**src/rtl/mmio_pkg.sv**
```systemverilog
// Shared constants for the MMIO responder: register offsets,
// STATUS bit positions and the FIFO count width.
package mmio_pkg;

    localparam logic [3:0] OFF_PORT   = 4'h0;
    localparam logic [3:0] OFF_TXDATA = 4'h1;
    localparam logic [3:0] OFF_STATUS = 4'h2;
    localparam logic [3:0] OFF_RELOAD = 4'h3;
    localparam logic [3:0] OFF_TCOUNT = 4'h4;

    localparam int EMPTY   = 0;
    localparam int FULL    = 1;
    localparam int CNT_LSB = 2;
    localparam int OVF     = 5;
    localparam int TFLAG   = 6;

    localparam int CNT_W = 3;

endpackage

```
**src/rtl/mmio_txfifo.sv**
```systemverilog
// Transmit FIFO: circular buffer, push/pop, count 0..DEPTH.
// A push while full is dropped unless a pop frees a slot that cycle.
module mmio_txfifo
    import mmio_pkg::*;
#(
    parameter int DEPTH = 4
) (
    input  logic             clk,
    input  logic             rst,
    input  logic             push,
    input  logic [7:0]       push_data,
    input  logic             pop,
    output logic [7:0]       head,
    output logic [CNT_W-1:0] count,
    output logic             full,
    output logic             empty,
    output logic             overflow_pulse
);

    localparam int AW = (DEPTH > 2) ? 2 : 1;

    logic [7:0]       r_mem [DEPTH];
    logic [AW-1:0]    r_wptr;
    logic [AW-1:0]    r_rptr;
    logic [CNT_W-1:0] r_count;

    logic          w_pop;
    logic          w_push;
    logic [AW-1:0] w_wptr_nxt;
    logic [AW-1:0] w_rptr_nxt;

    assign empty = (r_count == '0);
    assign full  = (r_count == CNT_W'(DEPTH));
    assign count = r_count;
    assign head  = r_mem[r_rptr];

    assign w_pop          = pop & ~empty;
    assign w_push         = push & (~full | w_pop);
    assign overflow_pulse = push & full & ~w_pop;

    assign w_wptr_nxt = (r_wptr == AW'(DEPTH - 1)) ? '0 : r_wptr + 1'b1;
    assign w_rptr_nxt = (r_rptr == AW'(DEPTH - 1)) ? '0 : r_rptr + 1'b1;

    always_ff @(posedge clk or negedge rst) begin
        if (!rst) begin
            r_wptr  <= '0;
            r_rptr  <= '0;
            r_count <= '0;
            for (int i = 0; i < DEPTH; i++) begin
                r_mem[i] <= '0;
            end
        end else begin
            if (w_push) begin
                r_mem[r_wptr] <= push_data;
                r_wptr        <= w_wptr_nxt;
            end
            if (w_pop) begin
                r_rptr <= w_rptr_nxt;
            end
            r_count <= r_count + CNT_W'(w_push) - CNT_W'(w_pop);
        end
    end

endmodule

```
**src/rtl/mmio_responder.sv**
```systemverilog
// MMIO responder: 16-byte window with PORT, TX FIFO, STATUS and timer.
// The reload timer is built only when MMIO_TIMER_EN is defined.
module mmio_responder
    import mmio_pkg::*;
#(
    parameter logic [7:0] BASE  = 8'hF0,
    parameter int         DEPTH = 4
) (
    input  logic       clk,
    input  logic       rst,
    input  logic [7:0] addr,
    input  logic [7:0] data_in,
    input  logic       rden,
    input  logic       wren,
    output logic       hit,
    output logic [7:0] rd_data,
    output logic       rd_hit_q,
    output logic [7:0] port_out,
    output logic [7:0] tx_data,
    output logic       tx_valid,
    input  logic       tx_ready,
    output logic       irq
);

    logic [7:0] r_rd_data;
    logic       r_rd_hit;
    logic [7:0] r_port;
    logic       r_ovf;

    logic [3:0]       w_off;
    logic             w_wr;
    logic             w_rd;
    logic             w_push;
    logic             w_pop;
    logic [CNT_W-1:0] w_count;
    logic             w_full;
    logic             w_empty;
    logic             w_ovf_pulse;
    logic             w_ovf_clr;
    logic             w_tflag;
    logic [7:0]       w_status;
    logic [7:0]       w_rdata;

    assign hit   = (rden | wren) & (addr[7:4] == BASE[7:4]);
    assign w_off = addr[3:0];
    // A simultaneous store wins over the load.
    assign w_wr  = wren & hit;
    assign w_rd  = rden & ~wren & hit;

    assign w_push    = w_wr & (w_off == OFF_TXDATA);
    assign w_pop     = ~w_empty & tx_ready;
    assign w_ovf_clr = w_wr & (w_off == OFF_STATUS) & data_in[OVF];

    mmio_txfifo #(
        .DEPTH(DEPTH)
    ) u_txfifo (
        .clk           (clk),
        .rst           (rst),
        .push          (w_push),
        .push_data     (data_in),
        .pop           (w_pop),
        .head          (tx_data),
        .count         (w_count),
        .full          (w_full),
        .empty         (w_empty),
        .overflow_pulse(w_ovf_pulse)
    );

`ifdef MMIO_TIMER_EN
    logic [7:0] r_reload;
    logic [7:0] r_tcount;
    logic       r_tflag;
    logic       w_reload_wr;
    logic       w_tset;
    logic       w_tclr;

    assign w_reload_wr = w_wr & (w_off == OFF_RELOAD);
    assign w_tset = ~w_reload_wr & (r_reload != '0) & (r_tcount == '0);
    assign w_tclr = w_wr & (w_off == OFF_STATUS) & data_in[TFLAG];

    always_ff @(posedge clk or negedge rst) begin
        if (!rst) begin
            r_reload <= '0;
            r_tcount <= '0;
            r_tflag  <= 1'b0;
        end else begin
            if (w_reload_wr) begin
                r_reload <= data_in;
                r_tcount <= data_in;
            end else if (r_reload == '0) begin
                r_tcount <= '0;
            end else if (r_tcount == '0) begin
                r_tcount <= r_reload;
            end else begin
                r_tcount <= r_tcount - 8'd1;
            end
            // Setting has priority over a same-cycle clear.
            r_tflag <= (r_tflag & ~w_tclr) | w_tset;
        end
    end

    assign w_tflag = r_tflag;
`else
    assign w_tflag = 1'b0;
`endif

    assign w_status = {1'b0, w_tflag, r_ovf, w_count, w_full, w_empty};

    always_comb begin
        w_rdata = '0;
        case (w_off)
            OFF_PORT:   w_rdata = r_port;
            OFF_STATUS: w_rdata = w_status;
`ifdef MMIO_TIMER_EN
            OFF_RELOAD: w_rdata = r_reload;
            OFF_TCOUNT: w_rdata = r_tcount;
`endif
            default:    w_rdata = '0;
        endcase
    end

    always_ff @(posedge clk or negedge rst) begin
        if (!rst) begin
            r_rd_data <= '0;
            r_rd_hit  <= 1'b0;
            r_port    <= '0;
            r_ovf     <= 1'b0;
        end else begin
            r_rd_hit <= w_rd;
            if (w_rd) begin
                r_rd_data <= w_rdata;
            end
            if (w_wr && (w_off == OFF_PORT)) begin
                r_port <= data_in;
            end
            r_ovf <= (r_ovf & ~w_ovf_clr) | w_ovf_pulse;
        end
    end

    assign rd_data  = r_rd_data;
    assign rd_hit_q = r_rd_hit;
    assign port_out = r_port;
    assign tx_valid = ~w_empty;
    assign irq      = w_tflag;

endmodule

```
**config.mk**
```make
export PLATFORM = sky130hd
export DESIGN_NAME = mmio_responder
export DESIGN_NICKNAME = d
export VERILOG_FILES = /design/src/rtl/mmio_pkg.sv /design/src/rtl/mmio_txfifo.sv /design/src/rtl/mmio_responder.sv
export SDC_FILE = /design/constraint.sdc
export NUM_CORES = 1
export LEC_CHECK = 0
export CORE_ASPECT_RATIO = 0.7
export CORE_MARGIN = 8
export CORE_UTILIZATION = 36
export DETAILED_ROUTE_END_ITERATION = 6
export HOLD_SLACK_MARGIN = 0.12
export SYNTH_ARGS = -nofsm -noshare
export SYNTH_HDL_FRONTEND = slang
export SYNTH_SLANG_ARGS = --single-unit
export TNS_END_PERCENT = 30
```
**constraint.sdc**
```tcl
create_clock -name clk -period 2.52 [get_ports clk]
set_input_delay 0.504 -clock clk [delete_from_list [all_inputs] [get_ports clk]]
set_output_delay 0.504 -clock clk [all_outputs]
set_load 0.01 [all_outputs]
```
# Yosys cells after proc, flatten, opt, wreduce, memory -nomap -nowiden
# Cells that the tools add are included.
# W data, S select, Z words.
# op_classes
muxes	9
eq_ne	6
bitwise_logic	23
reduce_logical	4
add_sub_neg	4
n_lt_le_gt_ge	3
# ops
cell	count
$bwmux W32	1
$mux W8	3
$bmux W8 S2	1
$demux W8 S2	1
$pmux W8 S2	1
$and A1 B1 Y1	13
$ge A3 B3 Y1 const B	2
$not A2 Y3	2
$not A1 Y1	5
$add A2 B1 Y2 const B	2
$eq A2 B2 Y1 const B	2
$eq A4 B1 Y1 const B	1
$eq A4 B2 Y1 const B	1
$eq A4 B4 Y1 const B	1
$logic_not A4 Y1	1
$mux W2	2
$add A3 B1 Y3	1
$eq A3 B3 Y1 const B	1
$logic_not A3 Y1	1
$lt A3 B1 Y1 const B	1
$or A1 B1 Y1	3
$sub A3 B1 Y3	1
$logic_and A1 B1 Y1	2
# word_totals
out_inout_bits	28
input_bits	21
elab_cells	60
register_bits	57

# Logic depth before layout (Yosys ltp)
# Gate-level depths: netlist (run 1).
# logic_depth
depth_word	8
ltp_mapped	10
mapped_depth_nobuf	10

# Modules after synthesis
# Synthesis (run 1) repeated with hierarchy kept, for this count alone.
# unflattened
hier_cells	177
hier_area_um2	2655.0
# modules_own_cells
mod	area_per_inst_um2	seq_area_each_um2	cells_per_inst	n_inst
mmio_txfifo	1826.8	975.9	118	1
mmio_responder	828.3	450.4	59	1

# Least setup slack after synthesis (run 1)
# OpenSTA, ideal clock, no wires.
# synth_timing
path_kind	reg2reg
startpoint	register u_txfifo.r_count[0] (netlist: u_txfifo.count[0])
endpoint	register u_txfifo.r_count[2] (netlist: u_txfifo.count[2])
setup_time_ps	123
path_stages_with_launch	11
slack_ps	373
t_arrival_ps	2024
required_time_ps	2397
path_buffers	0
synth_period_minus_slack_ps	2147
path_cell_list	dfrtp_1 -> nor3_1 -> inv_1 -> nand2_1 -> inv_1 -> ha_1 -> inv_1 -> ha_1 -> fa_1 -> xnor2_1 -> xnor2_1
# synth_between
elab_chain_len	8
elab_cells_between_ends	10
classes_between	2 x add/sub; 1 x eq/ne; 6 x bitwise; 1 x reduce/logical
# synth_lines
item	line	source
start, declared	mmio_txfifo.sv:25	logic [CNT_W-1:0] r_count;
start signal, assigned	mmio_txfifo.sv:60	r_count <= r_count + CNT_W'(w_push) - CNT_W'(w_pop);
$logic_not A3 Y1 (*)	mmio_txfifo.sv:32	assign empty = (r_count == '0);
$not A1 Y1 (*)	n/a	
via tx_valid	mmio_responder.sv:20	output logic tx_valid,
$and A1 B1 Y1	mmio_responder.sv:51	assign w_pop = ~w_empty & tx_ready;
$and A1 B1 Y1 (*)	mmio_txfifo.sv:37	assign w_pop = pop & ~empty;
via u_txfifo.w_pop	mmio_txfifo.sv:27	logic w_pop;
$or A1 B1 Y1	mmio_txfifo.sv:38	assign w_push = push & (~full | w_pop);
$and A1 B1 Y1	mmio_txfifo.sv:38	
$add A3 B1 Y3	mmio_txfifo.sv:60	
$sub A3 B1 Y3 (*)	mmio_txfifo.sv:60	
# The timed path passes the listed nets; every way through them passes the cells marked *.
# A chain may end at the register's enable or synchronous reset.

# Worst setup path after layout (run 1)
# layout_timing
startpoint	register u_txfifo.r_rptr[0]
endpoint	output port tx_data[5]
# layout_between
elab_chain_len	4
# layout_lines
item	line	source
start, declared	mmio_txfifo.sv:24	logic [AW-1:0] r_rptr;
start signal, assigned	mmio_txfifo.sv:58	r_rptr <= w_rptr_nxt;
$not A2 Y3 (implied by the code)	mmio_txfifo.sv:35	assign head = r_mem[r_rptr];
$bmux W8 S2	mmio_txfifo.sv:35	
$mux W8 (implied by the code) (2 in series)	mmio_txfifo.sv:35	
end, declared	mmio_responder.sv:19	output logic [7:0] tx_data,
# No other way between the ends. The select of a mux whose other input is x is not followed.

==> results of run 1 <==
[state kept, by name, summed over array words and instances, names as in the netlist]
signal           count
u_txfifo.r_mem      32
port_out             8
rd_data              8
u_txfifo.count       3
u_txfifo.r_rptr      2
u_txfifo.r_wptr      2
r_ovf                1
rd_hit_q             1
[power by group]
group | leakage [nW] | total [mW] | internal, mW | switching [mW]
clock network | 0.123 | 1.00 | 0.638 | 0.363
registers | 0.778 | 1.09 | 0.985 | 0.101
logic | 0.787 | 0.499 | 0.281 | 0.218
total | 1.69 | 2.59 | 1.90 | 0.682
[how the worst min path moves through the flow]
stage	start	to	slack (ns)	cells after the start
after global routing	rst	rd_hit_q	0.18	2
after global placement	u_txfifo.r_mem[23]	u_txfifo.r_mem[23]	0.48	1
after detailed placement	u_txfifo.r_mem[8]	u_txfifo.r_mem[8]	0.49	1
after floorplan	rst	port_out[0]	0.21	0
after CTS	rst	u_txfifo.r_mem[7]	0.17	2
final	rst	rd_data[7]	0.17	2
[worst max-delay path: cells and delay by family (launching register included)]
| kind | cells | cell delay [ns] |
|---|---|---|
| buffers and inverters | 2 | 0.69 |
| flip-flops | 1 | 0.35 |
| multiplexers | 1 | 0.52 |
[stage by stage]
stage | hold WS [ns] | util, %
after floorplan | 0.208 | -
after global placement | 0.485 | 47.4
after detailed placement | 0.492 | 47.4
after CTS | 0.173 | 50.7
after global routing | 0.185 | 50.7
final | 0.167 | 50.7
[per-layer routing]
layer  wire length (um)  vias up
li1                   -      806
met1               3010      894
met2               2520       39
met3                335        5
met4                 23        0
met5                  0        -
[cells in the final DEF (no fill, tap or decap), types with 2 or more instances in the layout]
cell type        instances
xnor2_1                  2
nor2_1                   5
bufinv_16                2
buf_4                   13
nor4_4                   4
a22o_1                   6
mux2_1                   2
clkdlybuf4s50_1         46
inv_1                   11
ha_1                     7
mux2_2                  48
mux2i_1                  2
nor3_1                   2
buf_12                   5
clkbuf_8                12
mux4_2                   8
dfrtp_1                 57
nand2_1                  7
[cells by family (layout without fill, tap and decap cells)]
kind of cell / after synthesis / after routing / synth area share [%]
other: 1 / 1 / 0.139
multiplexers: 60 / 60 / 28.2
AO/OA/AOI/OAI: 7 / 7 / 2.31
adder cells (fa/ha/maj): 8 / 8 / 3.98
XOR/XNOR: 2 / 2 / 0.648
buffers and inverters: 17 / 92 / 2.78
AND/OR/NAND/NOR: 29 / 29 / 9.16
flip-flops: 57 / 57 / 52.8
[layout make-up]
| class | instances | area share (%) |
|---|---|---|
| tap | 98 | 3.32 |
| timing repair buffer | 65 | 17.9 |
| clock inverter | 4 | 2.00 |
| clock buffer | 12 | 4.47 |
| sequential | 57 | 38.6 |
| multi-input combinational | 107 | 32.5 |
| inverter | 11 | 1.12 |
==> qor.csv, run 1 <==
stage,metric,value,unit
status,outcome,completed,
drt,routedWlPerCell,16.6,um
layout,multi_input_area,1200,um2
global_routing,grt_pass1_vias,1875,
drt,drc,0,
worst_setup_path,critPathRequiredTime,2.02,ns
sta,timing.final.max_slew_violations,0,
worst_setup_path,r2r_start,u_txfifo.count[1],
drt,postRouteAntennaNets,0,
clocking,clockBufferDepth,2,
worst_setup_path,critPathKind,flip-flop to primary output,
die,floorplan.initialDensity,37.1,%
global_routing,busiest_layer,met1,
synth,synth.most_common_cell,dfrtp_1,
worst_setup_path,crit_path_end_kind,primary output,
worst_setup_path,crit_end,tx_data[5],
pwr,leakagePower,1.69,nW
drt,via_count,1744,
clocking,clk_transition_reported_paths,0.07,ns
drt,drt_iter0_drc,76,
global_routing,grt_overflow,0,
die,coreArea,7290,um2
clocking,clock_latency,0.33,ns
clocking,cts_root_buffer,clkbuf_8,
place,post_dp_cell_area,3460,um2
worst_setup_path,rrSetupSlack,0.27,ns
clocking,cts_setup_buffers,0,
sta,hold_viol,0,
sta,fmax,0.417,GHz
worst_setup_path,r2r_end,u_txfifo.count[2],
worst_setup_path,cp_max_fo,8,
worst_setup_path,critPathArrivalTime,1.89,ns
sta,period_share,95.1,%
sta,setup-tns-final,0,ns
global_routing,antenna_found_initial,0,
synth,ys_ff_latch,57,
synth,synthTopCellsByArea,"dfrtp_1, mux2_2, mux4_2",
sta,worst_slack,0.123,ns
synth,ys_async_sr_fraction,100,%
sta,period_needed,2.40,ns
worst_setup_path,cp-start-kind,flip-flop,
sta,rsz0062_at_grt,false,
global_routing,grt_pass1_wl,10.1,mm
worst_setup_path,critPathLaunch,u_txfifo.r_rptr[0],
synth,synth_area_per_cell,14.9,um2
clocking,htreeDepth,3,
drt,vias_per_cell,4.93,
synth,yosysSeqAreaShare,52.8,%
synth,synth_top_area_share,52.8,%
die,die_y,88.5,um
layout,n_antenna_cell,0,
place,dp_hpwl,4.37,mm
place,place_ws,-0.0672,ns
layout,nNetsFinal,280,
drt,wl,5.89,mm
global_routing,grt_usage,12.1,%
pwr,power_density,700,nW/um2
global_routing,grt_max_degree,58,
clocking,cts_buffers,9,
synth,synth-main-ff-cell,dfrtp_1,
synth,synth.net_count,210,
die,die_w,120,um
worst_setup_path,slowest_stage,mux4_2,
layout,drive_gt1_share,38.3,%
global_routing,grt.met1_usage,16.8,%
place,globalplace.congestion,0.703,
place,io_buffer_count,47,
synth,synth_cells,181,
layout,area.sequential,1430,um2
pwr,finalPower,2.59,mW
die,rows,26,
clocking,clock_sinks,57,
global_routing,gr-usage-met2,16.8,%
place,place_inst,338,
sta,setup_violations,0,
synth,netlist_top_cells_count,"dfrtp_1, mux2_2, inv_1, mux4_2",
sta,finalClockSkew,0.00703,ns
synth,synth_area_leader_cell,dfrtp_1,
synth,ys_types,31,
layout,n_fill_cell,653,
clocking,hold_buffers,0,
worst_hold_path,hp-class,input port to asynchronous set/reset pin,
worst_setup_path,critical-path-max-stage-delay,0.52,ns
synth,synth_area,2700,um2
clocking,cts-resized-gates,0,
worst_setup_path,r2r_cells,10,
layout,final_cell_area,3690,um2
layout,syn2layout_area_growth,36.6,%
drt,firstDrtPassIters,6,
layout,final_cells,354,
die,die_area,10600,um2
clocking,cts_tree,built,
synth,synth_edf_count,0,
flow_run,cap_violations,0,
synth,yosys_warnings,0,
worst_setup_path,path_cells,"buf_4, mux4_2, clkdlybuf4s50_1",
global_routing,gr-usage-met3,4.97,%
die,ios,49,
pwr,vdd_drop_max,0.406,mV
Power figures use the tool's default switching activity.
==> run 2, diff against run 1 <==
==> constraint.sdc (replaced) <==
create_clock -name clk -period 2.5 [get_ports clk]
set_input_delay 0.5 -clock clk [delete_from_list [all_inputs] [get_ports clk]]
set_output_delay 0.5 -clock clk [all_outputs]
set_load 0.01 [all_outputs]
==> run 2 against run 1 <==
Net effect:
- power decreased by 5.6%
- critical path depth unchanged
- register-to-register slack improved by 0.04 ns
- wire length increased by 1.3%
- global-route usage increased by 0.40 points
- critical path type unchanged
- clock skew about the same
- critical endpoint is now tx_data[3]
- final cell count decreased by 0.28%
==> qor.csv, run 2 (synthesized netlist as in run 1, its figures left out) <==
stage,metric,value,unit,change
pwr,leakagePower,1.67,nW,-1.2%
sta,timing.final.max_slew_violations,0,,unchanged
worst_setup_path,critPathRequiredTime,2.00,ns,-0.02 ns
drt,via_count,1729,,-0.86%
pwr,finalPower,2.44,mW,-5.6%
global_routing,grt_pass1_wl,10.2,mm,+1.0%
worst_setup_path,cp-start-kind,flip-flop,,
worst_setup_path,rrSetupSlack,0.31,ns,+0.04 ns
pwr,pwr-share-comb,20.3,%,+1.0 points
place,dp_hpwl,4.47,mm,+2.3%
die,coreArea,7290,um2,unchanged
pwr,p_switching,660,uW,-3.2%
die,rows,26,,unchanged
sta,rsz0062_at_grt,false,,
clocking,cts_setup_buffers,0,,unchanged
layout,syn2layout_area_growth,35.0,%,
drt,vias_per_cell,4.90,,-0.58%
clocking,htreeDepth,3,,unchanged
global_routing,antenna_found_initial,0,,unchanged
place,globalplace.congestion,0.708,,+0.77%
global_routing,grt_overflow,0,,unchanged
die,die_area,10600,um2,unchanged
worst_setup_path,r2r_cells,10,,unchanged
worst_setup_path,critical-path-max-stage-delay,0.53,ns,about the same
global_routing,grt_pass1_vias,1911,,+1.9%
worst_setup_path,path_cells,"buf_4, mux4_2, clkdlybuf4s50_1",,
sta,period_needed,2.40,ns,
sta,finalClockSkew,0.00701,ns,-0.0000247 ns
clocking,cts_buffers,9,,unchanged
sta,fmax,0.417,GHz,
pwr,vdd_drop_max,0.313,mV,-23%
worst_setup_path,crit_path_end_kind,primary output,,
status,outcome,completed,,
layout,final_cell_mix,"dfrtp_1, mux2_2, clkdlybuf4s50_1",,
worst_setup_path,r2r_end,u_txfifo.count[2],,
flow_run,cap_violations,0,,unchanged
drt,drt_iter0_drc,68,,-11%
sta,period_share,95.9,%,
clocking,clk_transition_reported_paths,0.06,ns,about the same
sta,setup_violations,0,,unchanged
drt,postRouteAntennaNets,0,,unchanged
worst_setup_path,r2r_start,u_txfifo.count[0],,
drt,wl,5.97,mm,+1.3%
worst_hold_path,hp-class,input port to asynchronous set/reset pin,,
clocking,clockBufferDepth,2,,unchanged
layout,n_antenna_cell,0,,unchanged
die,floorplan.initialDensity,37.1,%,unchanged
layout,drive_gt1_share,37.6,%,-0.63 points
clocking,cts_tree,built,,
worst_setup_path,cp_max_fo,8,,unchanged
pwr,internal_power,1.78,mW,-6.5%
sta,hold_viol,0,,unchanged
sta,max_slew.worst_pin.slew,0.666,ns,
layout,nNetsFinal,280,,unchanged
drt,routedWlPerCell,16.9,um,+1.6%
global_routing,grt_max_degree,31,,-47%
clocking,clock_latency,0.33,ns,about the same
layout,largest_reg_flops,32,,unchanged
clocking,clock_sinks,57,,unchanged
die,ios,49,,unchanged
sta,slew_headroom,55.6,%,
layout,largest_register,u_txfifo.r_mem,,
pwr,seqPwrFrac,44.8,%,+2.8 points
worst_setup_path,critPathArrivalTime,1.90,ns,about the same
global_routing,grt_usage,12.5,%,+0.40 points
die,die_y,88.5,um,unchanged
pwr,clkPwrFrac,34.9,%,-3.8 points
worst_setup_path,slowest_stage,mux4_2,,
clocking,cts-resized-gates,0,,unchanged
clocking,hold_buffers,0,,unchanged
pwr,swShare,27.0,%,+0.67 points
place,io_buffer_count,47,,unchanged
clocking,cts_root_buffer,clkbuf_8,,
pwr,power_density,668,nW/um2,-4.5%
layout,final_common_cell,dfrtp_1,,
worst_setup_path,critPathKind,flip-flop to primary output,,
drt,drc,0,,unchanged
sta,setup-tns-final,0,ns,unchanged
die,die_w,120,um,unchanged
drt,firstDrtPassIters,4,,-2
==> run 2: through the flow <==
| stage | setup slack (ns) | std cells | cell area, um2 | utilization [%] | hold WS, ns |
|---|---|---|---|---|---|
| 2_1_floorplan | 0.353 | 181 | 2700 | - | 0.204 |
| 3_3_place_gp | -0.0960 | 338 | 3460 | 47.4 | 0.484 |
| 3_5_place_dp | -0.101 | 338 | 3460 | 47.4 | 0.493 |
| 4_1_cts | 0.0691 | 353 | 3650 | 50.1 | 0.207 |
| 5_1_grt | 0.00907 | 353 | 3650 | 50.1 | 0.240 |
| 6_report | 0.102 | 353 | 3650 | 50.1 | 0.200 |
==> run 2: cell type report <==
type                            count  area [um2]
Multi-Input combinational cell    107        1200
Timing Repair Buffer               65         663
Clock buffer                       12         155
Fill cell                         672        3640
Inverter                           11        41.3
Clock inverter                      3        40.0
Tap cell                           98         123
Sequential cell                    57        1430
==> run 2: how the worst max path moves through the flow <==
stage / from / to / slack [ns] / cells after the start
floorplan: u_txfifo.count[0] / u_txfifo.count[2] / 0.35 / 10
global placement: addr[1] / u_txfifo.count[1] / -0.1 / 5
detailed placement: addr[1] / u_txfifo.count[1] / -0.10 / 5
CTS: u_txfifo.r_rptr[0] / tx_data[3] / 0.07 / 3
global route: u_txfifo.r_rptr[0] / tx_data[5] / 0.009 / 3
finish: u_txfifo.r_rptr[0] / tx_data[3] / 0.10 / 3
==> run 2: power by group through the flow <==
stage / clock [mW] / sequential [mW] / combinational, mW
5_1_grt: 0.927 / 1.11 / 0.555
3_5_place_dp: 0 / 1.11 / 0.505
3_3_place_gp: 0 / 1.11 / 0.497
2_1_floorplan: 0 / 1.07 / 0.317
6_report: 0.851 / 1.09 / 0.496
4_1_cts: 0.884 / 1.09 / 0.508
==> run 2: layer usage <==
metal	GRT usage (%)	wire length (um)
met1	16.6	2960
met2	18.0	2550
met3	5.04	379
met4	4.29	80
met5	0	0
==> run 2: critical path: cells and delay by family, from the launching register on <==
family                 cells  cell delay (ns)
buffers and inverters      2             0.69
multiplexers               1             0.53
flip-flops                 1             0.34
==> run 3, diff against run 2 <==
--- a/config.mk
+++ b/config.mk
@@ -5,6 +5,7 @@
 export SDC_FILE = /design/constraint.sdc
 export NUM_CORES = 1
 export LEC_CHECK = 0
+export ABC_AREA = 1
 export CORE_ASPECT_RATIO = 0.7
 export CORE_MARGIN = 8
 export CORE_UTILIZATION = 36
==> run 3 against run 2 <==
Net effect:
- fmax about the same
- register-to-register slack improved by 0.29 ns
- non-clock buffer count decreased by 7
- sequential cell count unchanged
- clock power increased by 42%
- worst hold slack got worse by 0.035 ns
- worst setup slack about the same
- first-iteration DRC count increased to 3.0 times the previous value
- final cell count increased by 39%
- power increased by 32%
- via count increased by 43%
- core utilization decreased by 2.1 points
==> qor.csv, run 3 <==
stage,metric,value,unit,change
synth,synth.net_count,361,,+72%
drt,firstDrtPassIters,5,,+1
clocking,clock_latency,0.32,ns,about the same
layout,fin_util,48.0,%,-2.1 points
drt,via_count,2481,,+43%
worst_setup_path,critPathRequiredTime,2.00,ns,about the same
synth,synth.most_common_cell,nand2_1,,
place,globalplace.congestion,0.790,,+12%
die,ios,49,,unchanged
layout,final_common_cell,nand2_1,,
drt,drt_iter0_drc,201,,+200%
synth,netlist_top_cells_count,"nand2_1, dfrtp_1, nand4_1, o21ai_0, inv_1",,
global_routing,grt_overflow,0,,unchanged
clocking,hold_buffers,0,,unchanged
clocking,clock_sinks,57,,unchanged
drt,drc,0,,unchanged
pwr,seqPwrFrac,32.5,%,-12 points
clocking,cts_buffers,9,,unchanged
synth,synthTopCellsByArea,"dfrtp_1, nand2_1, nand4_1",,
global_routing,grt_max_degree,58,,+87%
pwr,pwr-share-comb,29.9,%,+9.6 points
place,place_ws,0.0994,ns,+0.201 ns
pwr,clkPwrFrac,37.6,%,+2.7 points
sta,hold_viol,0,,unchanged
pwr,power_density,865,nW/um2,+29%
clocking,cts_tree,built,,
layout,nNetsFinal,413,,+48%
pwr,leakagePower,1.83,nW,+9.5%
synth,synth-main-ff-cell,dfrtp_1,,
synth,synth_area_per_cell,8.60,um2,-42%
layout,syn2layout_area_growth,30.7,%,
drt,vias_per_cell,5.07,,+3.6%
worst_setup_path,critPathLaunch,u_txfifo.r_rptr[0],,
die,die_y,90.5,um,+2.3%
global_routing,grt_usage,15.1,%,+2.6 points
worst_setup_path,crit_path_end_kind,primary output,,
sta,slew_headroom,64.3,%,+8.7 points
sta,max_slew.worst_pin.slew,0.535,ns,-0.131 ns
worst_setup_path,critPathArrivalTime,1.90,ns,about the same
global_routing,gr-usage-met2,21.7,%,+3.7 points
global_routing,grt.met1_usage,20.9,%,+4.2 points
sta,period_needed,2.40,ns,+0.000244 ns
synth,ys_ff_latch,57,,unchanged
worst_setup_path,cp-start-kind,flip-flop,,
layout,final_cells,489,,+39%
drt,postRouteAntennaNets,0,,unchanged
die,die_w,122,um,+2.4%
global_routing,grt_pass1_wl,13.2,mm,+29%
worst_setup_path,cp_max_fo,18,,+10
worst_setup_path,r2r_start,u_txfifo.count[1],,
sta,period_share,95.9,%,about the same
global_routing,busiest_layer,met2,,
pwr,swShare,31.5,%,+4.5 points
pwr,internal_power,2.21,mW,+24%
place,io_buffer_count,47,,unchanged
global_routing,grt_pass1_vias,2553,,+34%
layout,n_fill_cell,744,,+11%
synth,synth_top_area_share,50.0,%,-2.8 points
synth,ys_async_sr_fraction,100,%,unchanged
drt,wl,7.75,mm,+30%
die,floorplan.initialDensity,36.7,%,-0.36 points
global_routing,antenna_found_initial,0,,unchanged
clocking,htreeDepth,3,,unchanged
sta,fmax,0.417,GHz,about the same
die,rows,27,,+3.8%
layout,final_cell_mix,"nand2_1, dfrtp_1, clkdlybuf4s50_1",,
sta,worst_slack,0.102,ns,-0.000244 ns
synth,synth_edf_count,0,,unchanged
synth,yosysSeqAreaShare,50.0,%,-2.8 points
clocking,clk_transition_reported_paths,0.05,ns,about the same
synth,synth_area_leader_cell,dfrtp_1,,
synth,synth_cells,332,,+83%
layout,largest_reg_flops,32,,unchanged
sta,setup_violations,0,,unchanged
place,dp_hpwl,5.40,mm,+21%
pwr,vdd_drop_max,0.418,mV,+34%
pwr,finalPower,3.23,mW,+32%
synth,yosys_warnings,0,,unchanged
die,die_area,11100,um2,+4.7%
pwr,p_switching,1.02,mW,+54%
sta,rsz0062_at_grt,true,,
layout,largest_register,u_txfifo.r_mem,,
status,outcome,completed,,
sta,finalClockSkew,0.00458,ns,-0.00243 ns
synth,synth_area,2860,um2,+5.6%
worst_hold_path,hp-class,input port to asynchronous set/reset pin,,
flow_run,cap_violations,0,,unchanged
global_routing,gr-usage-met3,4.43,%,-0.60 points
drt,routedWlPerCell,15.8,um,-6.2%
sta,timing.final.max_slew_violations,0,,unchanged
sta,setup-tns-final,0,ns,unchanged
worst_setup_path,critPathKind,flip-flop to primary output,,
synth,ys_types,29,,-6.5%
place,place_inst,474,,+40%
layout,drive_gt1_share,11.9,%,-26 points
layout,n_antenna_cell,0,,unchanged
die,coreArea,7770,um2,+6.6%
clocking,cts_root_buffer,clkbuf_16,,
clocking,clockBufferDepth,2,,unchanged
[run 3: cell types whose count changed after synthesis, sizes merged, moves of 6 or more]
| cell | delta |
|---|---|
| a22o | -6 |
| buf | +11 |
| inv | +13 |
| mux2 | -50 |
| mux4 | -8 |
| nand2 | +104 |
| nand3 | +9 |
| nand4 | +30 |
| nor2 | +18 |
| nor4 | -6 |
| o21ai | +30 |
| o22ai | +12 |
[run 3: worst paths after layout]
check / slack (ns) / end / cells past startpoint
max in group asynchronous: 2.06 / u_txfifo.r_mem[12] / 2
setup / recovery: 0.10 / tx_data[4] / 4
hold / removal: 0.17 / rd_data[6] / 2
min in group clk: 0.46 / u_txfifo.r_mem[11] / 2
setup reg to reg: 0.60 / u_txfifo.count[2] / 9
hold reg to reg: 0.46 / u_txfifo.r_mem[11] / 2
[run 3: routing by layer]
metal / vias to the layer above / share of wire, % / wire length, um
li1: 1212 / - / -
met2: 85 / 44 / 3420
met5: - / 0 / 0
met4: 0 / 0.92 / 71
met1: 1174 / 47 / 3650
met3: 10 / 7.8 / 606
[run 3: final cells by class]
class                   instances  area, um2  share of cell area [%]
multi-input cells             233       1230                    32.9
flip-flops and latches         57       1430                    38.2
clock inverters                 5       56.3                    1.51
repair buffers                 58        561                    15.0
inverters                      25       97.6                    2.61
clock buffers                  10        239                    6.40
well taps                     101        126                    3.39
[run 3: cell families after synthesis]
group                      after synthesis  synth area share (%)
and+or+nand+nor                        178                  30.1
DFF                                     57                  50.0
AOI/OAI and AO/OA                       45                  8.59
buffers and inverters                   42                  7.10
adders and majority gates                8                  3.77
xor gates and xnor gates                 1                 0.307
other                                    1                 0.131
[run 3: metrics by stage]
step                hold WS, ns  instance area [um2]
floorplan                 0.204                 2860
global placement          0.450                 3430
detailed placement        0.456                 3430
CTS                       0.176                 3730
global route              0.199                 3730
finish                    0.165                 3730
[run 3: what timing repair did]
| action | in CTS | in global routing |
|---|---|---|
| buffers inserted | 0 | 0 |
| endpoints found under the hold margin | 0 | 0 |
| resized for setup | 2 | 2 |
| pin swaps | 0 | 0 |
| setup endpoints to repair | 6 | 2 |
[run 3: worst max-delay path, cell delays in order, from the launching register on]
cell and delay [ns]:
dfrtp_1 0.38, buf_4 0.25, o21ai_0 0.12, o22ai_1 0.24, clkdlybuf4s50_1 0.59
[run 3: power by group through the flow]
stage               Sequential, mW  Combinational, mW  Clock (mW)
global placement              1.06              0.956           0
CTS                           1.05              0.974        1.24
finish                        1.05              0.964        1.21
floorplan                     1.06              0.499           0
global route                  1.06               1.07        1.28
detailed placement            1.06              0.963           0
==> RTL change: new RTL, config.mk and constraints of run 2 <==
The option `MMIO_TIMER_EN` is turned on by a define.
--- a/src/rtl/mmio_responder.sv
+++ b/src/rtl/mmio_responder.sv
@@ -1,5 +1,7 @@
 // MMIO responder: 16-byte window with PORT, TX FIFO, STATUS and timer.
 // The reload timer is built only when MMIO_TIMER_EN is defined.
+`define MMIO_TIMER_EN
+
 module mmio_responder
     import mmio_pkg::*;
 #(
Function: changed (a bounded check fails within 4 cycles, from zero or initial values and one cycle with rst low).
==> RTL change against run 2 <==
- sequential cell count grew 17
- worst setup slack gained 0.0076 ns
- critical path depth is the same
- area after synthesis grew 35%
- via count grew 53%
- cell area grew 31%
- non-clock buffer count grew 4
- clock power grew 77%
- total power grew 61%
- critical endpoint is now tx_data[0]
- utilization shrank 1.1 points
- wire length grew 55%
- combinational power grew 69%
==> RTL change: results (changes against run 2) <==
drt pass-1 iters - 6 (was 4)
Slew @ Worst Pin - 0.682 ns (was 0.666 ns)
status - complete, no violations (unchanged)
CP peak stage delay - 0.50 ns (was 0.53 ns)
Compound-Gate Fraction of Synth Area - 0.0863 (was 0.0231)
hpwl dp - 6810 um (was 4470 um)
pre-CTS setup slack - -0.0949 ns (was -0.101 ns)
layout cell share with drive strength beyond 1 - 0.269 (was 0.376)
synth top area cells - dfrtp_1, mux2_2, mux4_2, mux2_4, nand2_1 (was dfrtp_1, mux2_2, mux4_2, ha_1, nor4_4)
vias in the first global route - 2761 (was 1911)
Worst R2R Setup Slack - 0.20 ns (was 0.31 ns)
# fillers - 865 (was 672)
Placed Instances - 480 (was 338)
crit path launch - u_txfifo.r_rptr[0] (unchanged)
CTS root buf - clkbuf_16 (was clkbuf_8)
Synth Net Count - 322 (was 210)
r2r startpoint - r_tcount[0] (was u_txfifo.count[0])
global-route wire length before repair - 15100 um (was 10200 um)
DR vias/cell - 5.34 (was 4.90)
leakage power - 2.33 nW (was 1.67 nW)
R2R depth - 6 (was 10)
largest net degree at the start of global routing - 75 (was 31)
grt met1 use - 0.194 (was 0.166)
vias - 2649 (was 1729)
peak supply drop - 0.000371 V (was 0.000313 V)
met2 Use GR - 0.211 (was 0.180)
Cell variety after synth - 51 (was 31)
Area after DPL - 4440 sq um (was 3460 sq um)
GRT met3 Usage - 0.0444 (was 0.0504)
sequential-to-total area share from yosys stat - 0.507 (was 0.528)
Nets - 394 (was 280)
crit path to - tx_data[0] (was tx_data[3])
max FFs per register - 32 (unchanged)
max frequency - 418 MHz (was 417 MHz)
I/O Buffers - 48 (was 47)
Synth Instances - 291 (was 181)
GRT Overall Usage - 0.143 (was 0.125)
Clock Skews - 0.00556 ns (was 0.00701 ns)
Total Wirelength - 9230 um (was 5970 um)
Reg2Reg Capture Point - r_tcount[3] (was u_txfifo.count[2])
adder-cell area share of the yosys netlist - 0.0363 (was 0.0398)
RTL change: changes by cell type after synthesis, sizes merged, moves of 4 or more:
cell           run 2  this run
inv               11        16
o21ai              0         8
a21oi              0         4
mux2              50        45
o31ai              0         4
a222oi             0         7
nand2              7        44
dfrtp             57        74
RTL change: how the worst min path moves through the flow:
stage	to	slack, ns	from
floorplan	irq	0.20	rst
global placement	u_txfifo.r_mem[29]	0.48	u_txfifo.r_mem[29]
detailed placement	u_txfifo.r_mem[9]	0.49	u_txfifo.r_mem[9]
CTS	port_out[7]	0.21	rst
global route	port_out[7]	0.23	rst
finish	port_out[7]	0.18	rst
RTL change: timing repair:
| action | CTS | global route |
|---|---|---|
| resized for setup | 0 | 1 |
| hold buffers | 0 | 0 |
| setup endpoints to repair | 0 | 7 |
RTL change: cell families after synthesis:
family,count (synthesis)
multiplexers,55
AND/OR/NAND/NOR,84
XOR/XNOR,3
flip-flops,74
AO/OA/AOI/OAI,41
adder cells (fa/ha/maj),10
buffers and inverters,24
RTL change: power by group:
group | switching (W) | total (W) | internal, W
Clock | 0.000483 | 0.00151 | 0.00103
Sequential | 0.000245 | 0.00158 | 0.00134
Combinational | 0.000393 | 0.000838 | 0.000445
Total | 0.00112 | 0.00393 | 0.00281
RTL change: metal layers:
layer  vias up  wire [um]
li1       1225          -
met1      1320       4320
met2        93       4100
met3        11        704
met4         0        101
met5         -          0
RTL change: layout make-up:
class / count / area (sq um) / share of cell area
Sequential cell: 74 / 1850 / 0.386
Multi-Input combinational cell: 193 / 1700 / 0.354
Timing Repair Buffer: 69 / 671 / 0.140
Clock buffer: 12 / 256 / 0.0535
Tap cell: 128 / 160 / 0.0334
Clock inverter: 4 / 97.6 / 0.0203
Inverter: 16 / 60.1 / 0.0125
